===== src/rtl/norm2_job_ctrl_if.sv =====
// Host-side bundle for norm2_job_ctrl: sample stream in, kernel array/control port, result stream out.
interface norm2_job_ctrl_if #(
    parameter int unsigned AW = 10,
    parameter int unsigned DW = 27
);
    logic                 in_valid;
    logic                 in_ready;
    logic signed [DW-1:0] in_data;
    logic                 in_last;

    logic                 k_control_arr;
    logic                 k_wen;
    logic [AW-1:0]        k_addr;
    logic [DW-1:0]        k_wdata;
    logic [AW-1:0]        k_init_i;
    logic [63:0]          k_init_acc;
    logic                 k_r_enable;
    logic                 k_w_enable;
    logic signed [63:0]   k_result;

    logic                 res_valid;
    logic                 res_ready;
    logic signed [63:0]   res_data;
    logic [31:0]          res_cycles;
    logic [AW:0]          res_words;
    logic                 res_error;

    // Controller side.
    modport slave (
        input  in_valid, in_data, in_last, k_w_enable, k_result, res_ready,
        output in_ready, k_control_arr, k_wen, k_addr, k_wdata, k_init_i, k_init_acc,
               k_r_enable, res_valid, res_data, res_cycles, res_words, res_error
    );

    // Host stream logic plus kernel side.
    modport master (
        output in_valid, in_data, in_last, k_w_enable, k_result, res_ready,
        input  in_ready, k_control_arr, k_wen, k_addr, k_wdata, k_init_i, k_init_acc,
               k_r_enable, res_valid, res_data, res_cycles, res_words, res_error
    );
endinterface


===== src/rtl/norm2_job_ctrl.sv =====
// Job sequencer for the norm2 kernel: loads and zero-fills the array, starts the kernel,
// times the run and returns the sum-of-squares result with word count and timeout flag.
module norm2_job_ctrl #(
    parameter int unsigned LEN     = 1000,
    parameter int unsigned AW      = 10,
    parameter int unsigned DW      = 27,
    parameter int unsigned TIMEOUT = 100000
) (
    input logic             clk,
    input logic             rst,
    norm2_job_ctrl_if.slave bus
);
    localparam int unsigned CW = 32;
    localparam int unsigned RW = 64;
    localparam logic [AW-1:0] LAST_ADDR = AW'(LEN - 1);
    localparam logic [CW-1:0] TO_LAST   = CW'(TIMEOUT - 1);
    localparam logic [AW:0]   FULL_WORDS = (AW+1)'(LEN);

    typedef enum logic [2:0] {
        ST_LOAD,
        ST_FILL,
        ST_START,
        ST_RUN,
        ST_DONE
    } state_e;

    state_e          state_q, state_d;
    logic [AW-1:0]   ptr_q, ptr_d;
    logic [CW-1:0]   cnt_q, cnt_d;
    logic            in_ready_q, in_ready_d;
    logic            ctl_q, ctl_d;
    logic            wen_q, wen_d;
    logic [AW-1:0]   addr_q, addr_d;
    logic [DW-1:0]   wdata_q, wdata_d;
    logic            ren_q, ren_d;
    logic            res_valid_q, res_valid_d;
    logic [RW-1:0]   res_data_q, res_data_d;
    logic [CW-1:0]   res_cycles_q, res_cycles_d;
    logic [AW:0]     res_words_q, res_words_d;
    logic            res_error_q, res_error_d;
    logic            accept_c;

    always_ff @(posedge clk) begin
        if (rst) begin
            state_q      <= ST_LOAD;
            ptr_q        <= '0;
            cnt_q        <= '0;
            in_ready_q   <= 1'b1;
            ctl_q        <= 1'b1;
            wen_q        <= 1'b0;
            addr_q       <= '0;
            wdata_q      <= '0;
            ren_q        <= 1'b0;
            res_valid_q  <= 1'b0;
            res_data_q   <= '0;
            res_cycles_q <= '0;
            res_words_q  <= '0;
            res_error_q  <= 1'b0;
        end else begin
            state_q      <= state_d;
            ptr_q        <= ptr_d;
            cnt_q        <= cnt_d;
            in_ready_q   <= in_ready_d;
            ctl_q        <= ctl_d;
            wen_q        <= wen_d;
            addr_q       <= addr_d;
            wdata_q      <= wdata_d;
            ren_q        <= ren_d;
            res_valid_q  <= res_valid_d;
            res_data_q   <= res_data_d;
            res_cycles_q <= res_cycles_d;
            res_words_q  <= res_words_d;
            res_error_q  <= res_error_d;
        end
    end

    // Kernel-facing outputs are decided here and appear one cycle later, so the last array
    // write lands in the START cycle and the start pulse in the first RUN cycle.
    always_comb begin
        state_d      = state_q;
        ptr_d        = ptr_q;
        cnt_d        = cnt_q;
        wen_d        = 1'b0;
        addr_d       = addr_q;
        wdata_d      = wdata_q;
        ren_d        = 1'b0;
        res_data_d   = res_data_q;
        res_cycles_d = res_cycles_q;
        res_words_d  = res_words_q;
        res_error_d  = res_error_q;
        accept_c     = bus.in_valid & in_ready_q;

        unique case (state_q)
            ST_LOAD: begin
                if (accept_c) begin
                    wen_d   = 1'b1;
                    addr_d  = ptr_q;
                    wdata_d = bus.in_data;
                    ptr_d   = ptr_q + AW'(1);
                    if (ptr_q == LAST_ADDR) begin
                        state_d     = ST_START;
                        res_words_d = FULL_WORDS;
                    end else if (bus.in_last) begin
                        state_d     = ST_FILL;
                        res_words_d = {1'b0, ptr_q} + (AW+1)'(1);
                    end
                end
            end
            ST_FILL: begin
                wen_d   = 1'b1;
                addr_d  = ptr_q;
                wdata_d = '0;
                ptr_d   = ptr_q + AW'(1);
                if (ptr_q == LAST_ADDR) begin
                    state_d = ST_START;
                end
            end
            ST_START: begin
                ren_d   = 1'b1;
                cnt_d   = '0;
                state_d = ST_RUN;
            end
            ST_RUN: begin
                cnt_d = (&cnt_q) ? cnt_q : cnt_q + CW'(1);
                if (bus.k_w_enable) begin
                    res_data_d   = bus.k_result;
                    res_cycles_d = cnt_q;
                    res_error_d  = 1'b0;
                    state_d      = ST_DONE;
                end else if (cnt_q >= TO_LAST) begin
                    res_data_d   = '0;
                    res_cycles_d = cnt_q;
                    res_error_d  = 1'b1;
                    state_d      = ST_DONE;
                end
            end
            ST_DONE: begin
                if (bus.res_ready) begin
                    ptr_d   = '0;
                    state_d = ST_LOAD;
                end
            end
            default: state_d = ST_LOAD;
        endcase

        in_ready_d  = (state_d == ST_LOAD);
        ctl_d       = (state_d == ST_LOAD) || (state_d == ST_FILL) || (state_d == ST_START);
        res_valid_d = (state_d == ST_DONE);
    end

    assign bus.in_ready      = in_ready_q;
    assign bus.k_control_arr = ctl_q;
    assign bus.k_wen         = wen_q;
    assign bus.k_addr        = addr_q;
    assign bus.k_wdata       = wdata_q;
    assign bus.k_init_i      = '0;
    assign bus.k_init_acc    = '0;
    assign bus.k_r_enable    = ren_q;
    assign bus.res_valid     = res_valid_q;
    assign bus.res_data      = res_data_q;
    assign bus.res_cycles    = res_cycles_q;
    assign bus.res_words     = res_words_q;
    assign bus.res_error     = res_error_q;
endmodule


===== src/flat_wrapper.sv =====
// flat-port wrapper written by rule: the top's interface ports become plain ports
module norm2_job_ctrl_flat 
#(
    parameter int unsigned LEN     = 1000,
    parameter int unsigned AW      = 10,
    parameter int unsigned DW      = 27,
    parameter int unsigned TIMEOUT = 100000
)
  (clk, rst, bus_in_valid, bus_in_data, bus_in_last, bus_k_w_enable, bus_k_result, bus_res_ready, bus_in_ready, bus_k_control_arr, bus_k_wen, bus_k_addr, bus_k_wdata, bus_k_init_i, bus_k_init_acc, bus_k_r_enable, bus_res_valid, bus_res_data, bus_res_cycles, bus_res_words, bus_res_error);
  norm2_job_ctrl_if #(.AW(AW), .DW(DW)) bus_i ();
  input logic clk;
  input logic rst;
  input wire logic [$bits(bus_i.in_valid)-1:0] bus_in_valid;
  input wire logic [$bits(bus_i.in_data)-1:0] bus_in_data;
  input wire logic [$bits(bus_i.in_last)-1:0] bus_in_last;
  input wire logic [$bits(bus_i.k_w_enable)-1:0] bus_k_w_enable;
  input wire logic [$bits(bus_i.k_result)-1:0] bus_k_result;
  input wire logic [$bits(bus_i.res_ready)-1:0] bus_res_ready;
  output wire logic [$bits(bus_i.in_ready)-1:0] bus_in_ready;
  output wire logic [$bits(bus_i.k_control_arr)-1:0] bus_k_control_arr;
  output wire logic [$bits(bus_i.k_wen)-1:0] bus_k_wen;
  output wire logic [$bits(bus_i.k_addr)-1:0] bus_k_addr;
  output wire logic [$bits(bus_i.k_wdata)-1:0] bus_k_wdata;
  output wire logic [$bits(bus_i.k_init_i)-1:0] bus_k_init_i;
  output wire logic [$bits(bus_i.k_init_acc)-1:0] bus_k_init_acc;
  output wire logic [$bits(bus_i.k_r_enable)-1:0] bus_k_r_enable;
  output wire logic [$bits(bus_i.res_valid)-1:0] bus_res_valid;
  output wire logic [$bits(bus_i.res_data)-1:0] bus_res_data;
  output wire logic [$bits(bus_i.res_cycles)-1:0] bus_res_cycles;
  output wire logic [$bits(bus_i.res_words)-1:0] bus_res_words;
  output wire logic [$bits(bus_i.res_error)-1:0] bus_res_error;
  assign bus_i.in_valid = bus_in_valid;
  assign bus_i.in_data = bus_in_data;
  assign bus_i.in_last = bus_in_last;
  assign bus_i.k_w_enable = bus_k_w_enable;
  assign bus_i.k_result = bus_k_result;
  assign bus_i.res_ready = bus_res_ready;
  assign bus_in_ready = bus_i.in_ready;
  assign bus_k_control_arr = bus_i.k_control_arr;
  assign bus_k_wen = bus_i.k_wen;
  assign bus_k_addr = bus_i.k_addr;
  assign bus_k_wdata = bus_i.k_wdata;
  assign bus_k_init_i = bus_i.k_init_i;
  assign bus_k_init_acc = bus_i.k_init_acc;
  assign bus_k_r_enable = bus_i.k_r_enable;
  assign bus_res_valid = bus_i.res_valid;
  assign bus_res_data = bus_i.res_data;
  assign bus_res_cycles = bus_i.res_cycles;
  assign bus_res_words = bus_i.res_words;
  assign bus_res_error = bus_i.res_error;
  norm2_job_ctrl #(.LEN(LEN), .AW(AW), .DW(DW), .TIMEOUT(TIMEOUT)) u_core (.clk(clk), .rst(rst), .bus(bus_i));
endmodule

===== config.mk =====
export PLATFORM = sky130hd
export DESIGN_NAME = norm2_job_ctrl_flat
export DESIGN_NICKNAME = d
export VERILOG_FILES = /design/src/rtl/norm2_job_ctrl_if.sv /design/src/rtl/norm2_job_ctrl.sv /design/src/flat_wrapper.sv
export SDC_FILE = /design/constraint.sdc
export NUM_CORES = 1
export LEC_CHECK = 0
export ABC_AREA = 1
export BUFFER_PORTS_ARGS = -buffer_cell sky130_fd_sc_hd__buf_2
export CORE_MARGIN = 2
export CORE_UTILIZATION = 54
export DETAILED_ROUTE_END_ITERATION = 8
export GPL_ROUTABILITY_DRIVEN = 0
export PLACE_DENSITY = 0.94
export RECOVER_POWER = 100
export SYNTH_ARGS = -nofsm -noshare
export SYNTH_HDL_FRONTEND = slang
export SYNTH_SLANG_ARGS = --single-unit

===== constraint.sdc =====
create_clock -name clk -period 3.9 [get_ports clk]
set_input_delay 0.78 -clock clk [delete_from_list [all_inputs] [get_ports clk]]
set_output_delay 0.78 -clock clk [all_outputs]
set_load 0.01 [all_outputs]

Word level (Yosys, flattened, before mapping):

Index checks and enable logic that the tools add are counted.

* add/sub/neg operators: 3
* multiply operators: 0
* div/mod/pow operators: 0
* $lt $le $gt $ge: 1
* equality and inequality tests: 11
* shift-type cells: 0
* mux-type cells: 28
* bitwise operators: 1
* reductions and logical operators: 15

Operators by type and width (number)
* two-way mux 64 bit: 2
* two-way mux 32 bit: 3
* one-hot mux 32 bit (2 select lines): 1
* one-hot mux 27 bit (2 select lines): 1
* adder 32 x 1 -> 32 bit (second input constant): 1
* greater-or-equal comparator 32 x 17 -> 1 bit (second input constant): 1
* AND reduction 32 bit: 1
* two-way mux 10 bit: 3
* one-hot mux 10 bit (3 select lines): 1
* two-way mux 27 bit: 1
* two-way mux 11 bit: 2
* two-way mux 3 bit: 7
* one-hot mux 10 bit (2 select lines): 1
* one-hot mux 3 bit (5 select lines): 1
* adder 10 x 1 -> 11 bit (second input constant): 1
* adder 10 x 1 -> 10 bit (second input constant): 1
* == test 10 bit (second input constant): 1
* == test 3 x 2 -> 1 bit (second input constant): 3
* nonzero test 2 bit: 4
* == test 3 x 1 -> 1 bit (second input constant): 2
* == test 3 bit (second input constant): 2
* logical NOT 3 bit: 2
* AND reduction 2 bit: 3
* AND reduction 3 bit: 2
* 7 further kinds: 12

* flip-flop bits (word level): 195
* latch bits: 0
* RAM bits: 0
* ROM bits: 0
* input bits: 97
* output and inout port bits: 224
* word-level logic and storage cells: 73
* memories kept: 0

Logic depth before layout (Yosys ltp):

Gate-level depths: netlist (run 1).

* depth in word-level cells: 7
* depth in mapped cells: 13
* mapped depth without buffers: 12

Least setup slack after synthesis (run 1):

No wires, ideal clock.

* kind: input port to flip-flop
* start: in bus_in_valid
* end: reg u_core.res_words_q[10] (netlist: u_core.bus.res_words[10])
* data arrival time: 1722 ps
* slack: 2062 ps
* cell stages on the path: 10
* path buffers: 2
* path through: nand2_1 > nor2_1 > buf_2 > nand2_2 > inv_2 > nor2_4 > inv_2 > buf_4 > o21ai_0 > nor2_1

* longest elaborated chain between the ends: 2

RTL lines
* from (decl): RTL line flat_wrapper.sv:13 `input wire logic [$bits(bus_i.in_valid)-1:0] bus_in_valid;`
* bitwise AND 1 bit: RTL line norm2_job_ctrl.sv:91 `accept_c = bus.in_valid & in_ready_q;`
* AND reduction 3 bit (no source line)
* to (signal assigned): RTL line norm2_job_ctrl.sv:72 `res_words_q <= res_words_d;`
* to (decl): RTL line norm2_job_ctrl.sv:39 `logic [AW:0] res_words_q, res_words_d;`

Every way passes these cells.
A chain may end at the register's enable or synchronous reset.

Worst setup path in the final report (run 1):

* start: reg u_core.cnt_q[0]
* end: reg u_core.res_data_q[17] (netlist: u_core.bus.res_data[17])

* longest elaborated chain between the ends: 3

RTL lines
* from (decl): RTL line norm2_job_ctrl.sv:29 `logic [CW-1:0] cnt_q, cnt_d;`
* from (signal assigned): RTL line norm2_job_ctrl.sv:62 `cnt_q <= cnt_d;`
* greater-or-equal comparator 32 x 17 -> 1 bit: RTL line norm2_job_ctrl.sv:130 `end else if (cnt_q >= TO_LAST) begin`
* nonzero test 2 bit (no source line)
* AND reduction 2 bit (no source line)
* to (signal assigned): RTL line norm2_job_ctrl.sv:70 `res_data_q <= res_data_d;`
* to (decl): RTL line norm2_job_ctrl.sv:37 `logic [RW-1:0] res_data_q, res_data_d;`

Every way passes these cells.

==> impl.org, run 1 <==
** Worst setup path
- The critical path is of the reg2reg type.
- For this design, the slowest cell found on the critical path is clkbuf_2.
- Worst Setup Start Kind :: flip-flop
- Critical path fanouts, max :: 64
- In this design, the stage delay of the slowest critical-path cell is 0.95 ns.
- Kind of end point of the critical path :: flip-flop
- Top cell by count, worst path :: nand2_1
- Worst EP arrival :: 3.33 ns
- Data on the critical path is required at its endpoint by 4.23 ns.
- Worst path cell trace :: ha_1 > nand2_1 > o21ai_0 > nand2_1 > nand2_1 > nand2_1 > nand2_1 > clkbuf_2 > nand4_1 > a21oi_1

** Timing
- For the final database, setup skew stands at 0.00979 ns.
- In this run the tightest slew margin relative to its limit is -0.141.
- Setup violations remaining at the end of the flow were counted as 0.
- Hold timing on the final database bottoms out at a slack of 0.464 ns.
- At the pin with the least slew margin, the transition time is 1.71 ns.
- Adding up every negative setup slack in the final design gives 0 ns.
- Final count of hold timing violations :: 0
- Final Max Slew Viols :: 39
- Tcrit/Tclk final :: 0.771
- Final critical-path required period :: 3.01 ns
- Derived from the worst setup path, the maximum achievable clock frequency is 333 MHz.
- Setup repair after global routing left no endpoint under its margin.

** Synth
- Counting flops with a built-in enable in the synthesized netlist gives 0.
- In this run the cell area of the synthesized design comes to 8860 um^2.
- Part of the Yosys area used for sequential elements :: 0.441
- Synthesis produced 1,229 cells.
- By instance count, the leading cell after synthesis is nand2_1.
- Share of flip-flops with an asynchronous set or reset :: 0
- Portion of synthesized cell area occupied by the leading cell type :: 0.441
- Top area cells in the synthesized netlist :: dfxtp_1 (44%), nand2_1 (11%), nor2_1 (8.1%)
- The biggest area contributor in the post-synthesis netlist is dfxtp_1.
- The Yosys step of the flow raised 0 warnings.
- Average instance area after synthesis :: 7.21 um^2
- Top post-synthesis cells by count :: nand2_1 (270), dfxtp_1 (195), nor2_1 (191), a21oi_1 (136), buf_4 (86)
- Most common flop cell mapped by yosys :: dfxtp_1
- The synthesized netlist contains 34 unique library cells.
- Yosys reg bits :: 195

** Route
- Iter 0 DRT Violations :: 871
- Once detail routing completed, the nets flagged for antenna violations numbered 0.
- The routed layout has 8,727 vias.
- Routed Wire Length :: 23,100 um
- DR pass1 iterations :: 5
- Wire length per cell after detailed routing :: 13.9 um
- Ratio of routed vias to standard cells :: 5.25
- For this run, design rule violations remaining after detail routing come to 0.

** Clock tree
- TritonCTS clock tree :: built
- After clock tree synthesis, the clock-pin slew on the worst setup and hold paths is 0.07 ns.
- The tree is rooted in a clkbuf_16.
- CTS H-tree depth :: 4
- Clock tree synthesis inserted a total of 17 buffers.
- The clock drives 195 sinks.
- Counting along the longest clock path gives a buffer depth of 2.
- In this run the post-CTS setup repair buffer count came out at 0.
- In this run, post-CTS repair resized a total of 0 instances.
- Clock Latency Late Sink :: 0.42 ns
- CTS Hold Bufs :: 0

** Cells and area
- Count of antenna diodes in the layout :: 0
- Ratio of cells with drive above 1 in the final layout :: 0.110
- The net count of the finished layout is 1,532.
- Relative to the synthesized area, the layout overhead comes to 14.7%.
- Post-layout utilization of the core :: 0.637

** GRT
- Maximum number of pins on one net before global-route repair :: 74
- Total grt overflow :: 0
- Via count of the first global-routing pass :: 8,087
- The first global-routing pass estimated 38,200 um of wire.
- GR met3 Demand/Resource :: 0.0569
- Met2 Usage GRT :: 0.442
- Initial antenna violation count :: 0
- In the global route stage, overall resource usage came out at 0.260.
- Met1 global-route usage :: 0.325
- met2 is the most crowded layer.

** Power and ir drop
- Largest vdd supply drop :: 0.331 mV
- Leakage dissipation :: 3.81 nW
- Pwr dens :: 406 nW/um^2

** Floorplanning
- The floorplan step defined a die boundary enclosing 17,400 um^2.
- Area of the core :: 15,900 um^2
- The initial utilization of the core area, before any placement, comes to 0.556.
- Height of the chip :: 132 um
- Width of the die :: 132 um
- 321 I/O pins were placed.
- The floorplan has 46 rows.

** Status
- Failing checks :: max-capacitance violations, max-slew violations
- Run status :: complete, but fails checks

** Worst hold path
- Class of the most critical hold timing path :: reg2reg

** Flow run
- Max-capacitance violation count :: 1

** Place
- DP HPWL :: 16,300 um
- Input and output buffers added on the ports amount to 246.
[worst paths after layout]
path,depth (start not counted),to,start,slack (ns)
worst max register to register,10,u_core.bus.res_data[17]$_SDFFE_PP0P_,u_core.cnt_q[0]$_SDFFE_PP0P_,0.89
worst min register to register,2,u_core.bus.k_wdata[22]$_SDFFE_PP0P_,u_core.bus.k_wdata[22]$_SDFFE_PP0P_,0.46
worst min-delay path,2,u_core.bus.k_wdata[22]$_SDFFE_PP0P_,u_core.bus.k_wdata[22]$_SDFFE_PP0P_,0.46
worst max-delay path,10,u_core.bus.res_data[17]$_SDFFE_PP0P_,u_core.cnt_q[0]$_SDFFE_PP0P_,0.89
[where the power goes]
group	internal [mW]	total, mW	switching [mW]
Clock	1.01	1.76	0.749
Combinational	0.0915	0.306	0.215
Sequential	2.03	2.06	0.0279
[stage by stage]
stage	power (mW)	instances	worst slack [ns]	area [um^2]
floorplan	2.35	1302	2.06	9130
global placement	2.41	1630	1.15	9790
detailed placement	2.42	1630	1.01	9790
CTS	4.16	1661	1.25	10400
global route	4.28	1661	0.535	10200
finish	4.13	1661	0.894	10200
[state kept, by name, indices dropped and copies added, names as in the netlist, 3 cells and up]
register and count:
u_core.bus.res_data 64, u_core.bus.res_cycles 32, u_core.cnt_q 32, u_core.bus.k_wdata 27, u_core.bus.res_words 11, u_core.bus.k_addr 10
u_core.ptr_q 10, u_core.state_q 3
[critical path, delay by kind of cell, from the launching register on]
kind / cells / cell delay [ns]
buf+inv: 1 / 0.95
fa+ha+maj: 1 / 0.28
compound gates: 2 / 0.43
simple gates: 6 / 0.82
flops: 1 / 0.40
[cells in the final DEF, fill, tap and decap left out]
cell type	count
nand2_1	273
dfxtp_1	195
nor2_1	191
clkbuf_1	154
a21oi_1	136
buf_2	95
conb_1	74
nand4_1	66
o21ai_0	62
inv_1	55
nand3_1	48
clkbuf_16	17
nor3_1	15
xor2_1	8
a21oi_2	5
buf_4	5
inv_2	4
nor2_4	4
clkinv_2	4
nor2_2	3
nand2_4	3
or2_2	3
bufinv_16	3
inv_6	3
clkbuf_2	3
nand2_2	2
a211oi_1	2
nand3b_1	2
ha_1	2
clkinv_4	2
nand3_2	1
o22ai_1	1
clkinv_1	1
clkinvlp_2	1
xnor2_1	1
clkinvlp_4	1
[logic make-up (layout without fill, tap and decap cells)]
| family | count (synthesis) | count (layout) | synth area share |
|---|---|---|---|
| AO/OA/AOI/OAI | 206 | 206 | 0.120 |
| XOR/XNOR | 9 | 9 | 0.00890 |
| adder cells (fa/ha/maj) | 2 | 2 | 0.00282 |
| buffers and inverters | 205 | 348 | 0.131 |
| flip-flops | 195 | 195 | 0.441 |
| other | 1 | 74 | 0.000423 |
| AND/OR/NAND/NOR | 611 | 611 | 0.297 |
[final cells by class]
cell class / instances / area (um^2)
multi-input cells: 902 / 4060
flip-flops and latches: 195 / 3900
clock buffers: 19 / 433
fillers: 1480 / 5780
well taps: 216 / 270
repair buffers: 255 / 1100
clock inverters: 12 / 156
inverters: 62 / 235
[per-layer routing]
metal	vias to the layer above	part of all wire
li1	4268	-
met1	3999	0.40
met2	408	0.50
met3	52	0.074
met4	0	0.021
met5	-	0
(Power assumes the default switching activity.)
==> run 2: changes to the inputs <==
--- a/config.mk
+++ b/config.mk
@@ -8,10 +8,10 @@
 export ABC_AREA = 1
 export BUFFER_PORTS_ARGS = -buffer_cell sky130_fd_sc_hd__buf_2
 export CORE_MARGIN = 2
-export CORE_UTILIZATION = 54
+export CORE_UTILIZATION = 45
 export DETAILED_ROUTE_END_ITERATION = 8
 export GPL_ROUTABILITY_DRIVEN = 0
-export PLACE_DENSITY = 0.94
+export PLACE_DENSITY = 0.85
 export RECOVER_POWER = 100
 export SYNTH_ARGS = -nofsm -noshare
 export SYNTH_HDL_FRONTEND = slang
==> constraint.sdc (replaced) <==
create_clock -name clk -period 2.7 [get_ports clk]
set_input_delay 0.54 -clock clk [delete_from_list [all_inputs] [get_ports clk]]
set_output_delay 0.54 -clock clk [all_outputs]
set_load 0.01 [all_outputs]
==> run 2 against run 1 <==
The flow finishes with violations (max-capacitance violations). Register-to-register slack got worse by 0.58 ns. Sequential cell count is the same. Largest power group unchanged. Sequential power rose by 44%. Via count fell by 2.1%. Sequential share of layout area shrank 0.52 points. First-iteration DRC count fell by 37%. Non-clock buffer count is 2 higher. Clock power increased by 51%. Count of clock-buffer cells in the layout decreased by 1.
==> impl.org, run 2 (synthesis results as in run 1) <==
** Status
- Run status :: complete, but fails checks
- The checks that failed: max-capacitance violations.

** Timing
- Dividing the final minimum period by the clock period gives 0.882.
- Setup repair after global routing left no endpoint under its margin.
- The number of hold violations in the final report was 0.
- Total Negative Setup Slacks :: 0 ns
- Headroom to the max-slew limit came out at 0.00258.
- Final setup violation count :: 0
- Final Max Slew Viols :: 0
- The worst path needs 2.38 ns of the cycle, external delays included.
- Setup Skew :: 0.0139 ns
- Slew of the pin with the lowest slew margin :: 1.50 ns
- For this run, the top clock speed supported by timing is 420 MHz.

** Place
- DP HPWL :: 16,300 um
- The placed instances occupy a cell area of 9890 um^2.
- Number of buffers added on ports :: 246

** Clock tree
- The root buffer cell chosen for the clock tree is clkbuf_16.
- Once the clock tree was built, the setup fixing pass inserted 0 buffers.
- Num Clock Sinks :: 195
- CTS Buf Count :: 17
- CTS Hold Bufs :: 0
- Maximum clock insertion buffer count :: 2
- Clock input transition at the sequential cells of the worst setup and hold paths :: 0.08 ns
- TritonCTS clock tree :: built
- Clock Latency Late Sink :: 0.43 ns
- In this run the number of H-tree levels came out at 4.
- Once the clock tree was built, the resizer swapped 0 gates to a different size.

** Worst setup path
- Worst Setup Start Kind :: flip-flop
- The worst register-to-register path ends at u_core.bus.res_data[13]$_SDFFE_PP0P_.
- STA classifies the critical path endpoint as a flip-flop.
- At the worst endpoint, the arrival time is 2.74 ns.
- At the worst endpoint, the required time is 3.06 ns.
- The worst register-to-register path begins at u_core.cnt_q[0]$_SDFFE_PP0P_.
- Minimum setup slack among reg-to-reg paths :: 0.32 ns
- Setup Crit Path Kind :: reg2reg
- Number of cell instances on the worst register-to-register path :: 10
- In this run the worst path has a maximum fanout of 64.

** GRT
- Across every metal layer, demand over resource in global routing totals 0.212.
- Initial antenna violation count :: 0
- Maximum number of pins on one net before global-route repair :: 72
- Global routing finished with a remaining overflow of 0.
- The number of global-route vias before repair was 7,513.
- The first global-routing pass estimated 35,900 um of wire.

** Route
- DR pass1 iterations :: 5
- Routed Wire Length :: 23,200 um
- Overall via count from detail_route :: 8,548
- In the final routed layout, each cell accounts on average for 13.5 um.
- The detail route stage leaves a number of antenna-violating nets equal to 0.
- In this run, the number of DRC markers left after iteration 0 of detailed routing was 550.
- Using the TritonRoute via totals, the vias-per-cell ratio works out to 4.99.
- DRC viols :: 0

** Cells and area
- The number of antenna diodes in the final layout is 0.
- Relative to the synthesized area, the layout overhead comes to 16.3%.
- Of the cells placed in the final design, the portion with a size suffix greater than 1 is 0.115.
- The library cell used most frequently in the layout, excluding fill and tap cells, is nand2_1.
- The final layout contains 1,534 nets.
- Once layout is done, the placed cells without fillers occupy 10,300 um^2.
- Commonest non-fill, non-tap cells in the layout :: nand2_1 (271), dfxtp_1 (195), nor2_1 (192)
- Number of flip-flops under the largest register name :: 64

** Worst hold path
- The worst hold path begins at bus_in_data[0].
- Worst hold path stage count :: 3
- Class of the most critical hold timing path :: in2reg
- Hold endpoint :: u_core.bus.k_wdata[0]$_SDFFE_PP0P_

** Power and ir drop
- Pwr dens :: 589 nW/um^2
- In this run the static leakage power is 3.84 nW.
- VDD sags by at most 0.407 mV.

** Floorplanning
- Area of the core :: 19,400 um^2
- Row count :: 51
- Starting density of the core :: 0.457
- Area of the die :: 20,800 um^2
- Width of the die :: 144 um
- Height of the chip :: 144 um
- Pin placement for this block handled 321 I/O pins.

** Flow run
- Max-capacitance violation count :: 1
==> run 2: layout make-up <==
| cell class | instances | area, um^2 |
|---|---|---|
| fill | 1978 | 9100 |
| multi-input combinational | 902 | 4060 |
| sequential | 195 | 3900 |
| timing repair buffer | 257 | 1140 |
| clock buffer | 18 | 429 |
| tap | 265 | 332 |
| inverter | 62 | 239 |
| clock inverter | 14 | 194 |
==> run 2: how the worst max path moves through the flow <==
stage | start | endpoint | slack [ns]
2_1_floorplan | u_core.cnt_q[0]$_SDFFE_PP0P_ | u_core.cnt_q[6]$_SDFFE_PP0P_ | 1.02
3_3_place_gp | bus_k_w_enable | u_core.bus.res_error$_SDFFE_PP0P_ | 0.48
3_5_place_dp | bus_k_w_enable | u_core.bus.res_cycles[16]$_SDFFE_PP0P_ | 0.39
4_1_cts | u_core.cnt_q[0]$_SDFFE_PP0P_ | u_core.bus.res_cycles[16]$_SDFFE_PP0P_ | 0.37
5_1_grt | u_core.cnt_q[0]$_SDFFE_PP0P_ | u_core.cnt_q[25]$_SDFFE_PP0P_ | 0.06
6_report | u_core.cnt_q[0]$_SDFFE_PP0P_ | u_core.bus.res_data[13]$_SDFFE_PP0P_ | 0.32
==> run 2: metal layers <==
| metal | vias up | GRT usage | share of wire |
|---|---|---|---|
| li1 | 4277 | - | - |
| met1 | 3888 | 0.280 | 0.43 |
| met2 | 341 | 0.342 | 0.48 |
| met3 | 42 | 0.0377 | 0.061 |
| met4 | 0 | 0.0920 | 0.026 |
| met5 | - | 0 | 0 |
==> run 2: stage by stage <==
stage | power, mW | hold WS, ns | utilization | setup slack [ns] | cells
floorplan | 3.40 | 0.445 | - | 1.02 | 1302
global placement | 3.49 | 0.445 | 0.510 | 0.477 | 1681
detailed placement | 3.50 | 0.450 | 0.510 | 0.392 | 1681
CTS | 6.15 | 0.320 | 0.542 | 0.366 | 1713
global route | 6.31 | 0.345 | 0.531 | 0.0638 | 1713
finish | 6.07 | 0.342 | 0.531 | 0.317 | 1713
==> run 2: critical path: stages (launching register included) <==
cell and delay, ns:
dfxtp_1 0.39, ha_1 0.28, nand2_1 0.11, o21ai_0 0.24, nand2_1 0.08, nand2_1 0.07
nand2_1 0.09, nand2_2 0.10, buf_4 0.53, nand4_1 0.22, a21oi_1 0.18
==> run 2: where the power goes <==
group          switching (mW)  total [mW]  internal [mW]
registers              0.0382        2.97           2.93
clock network            1.16        2.65           1.49
logic                   0.311       0.446          0.135
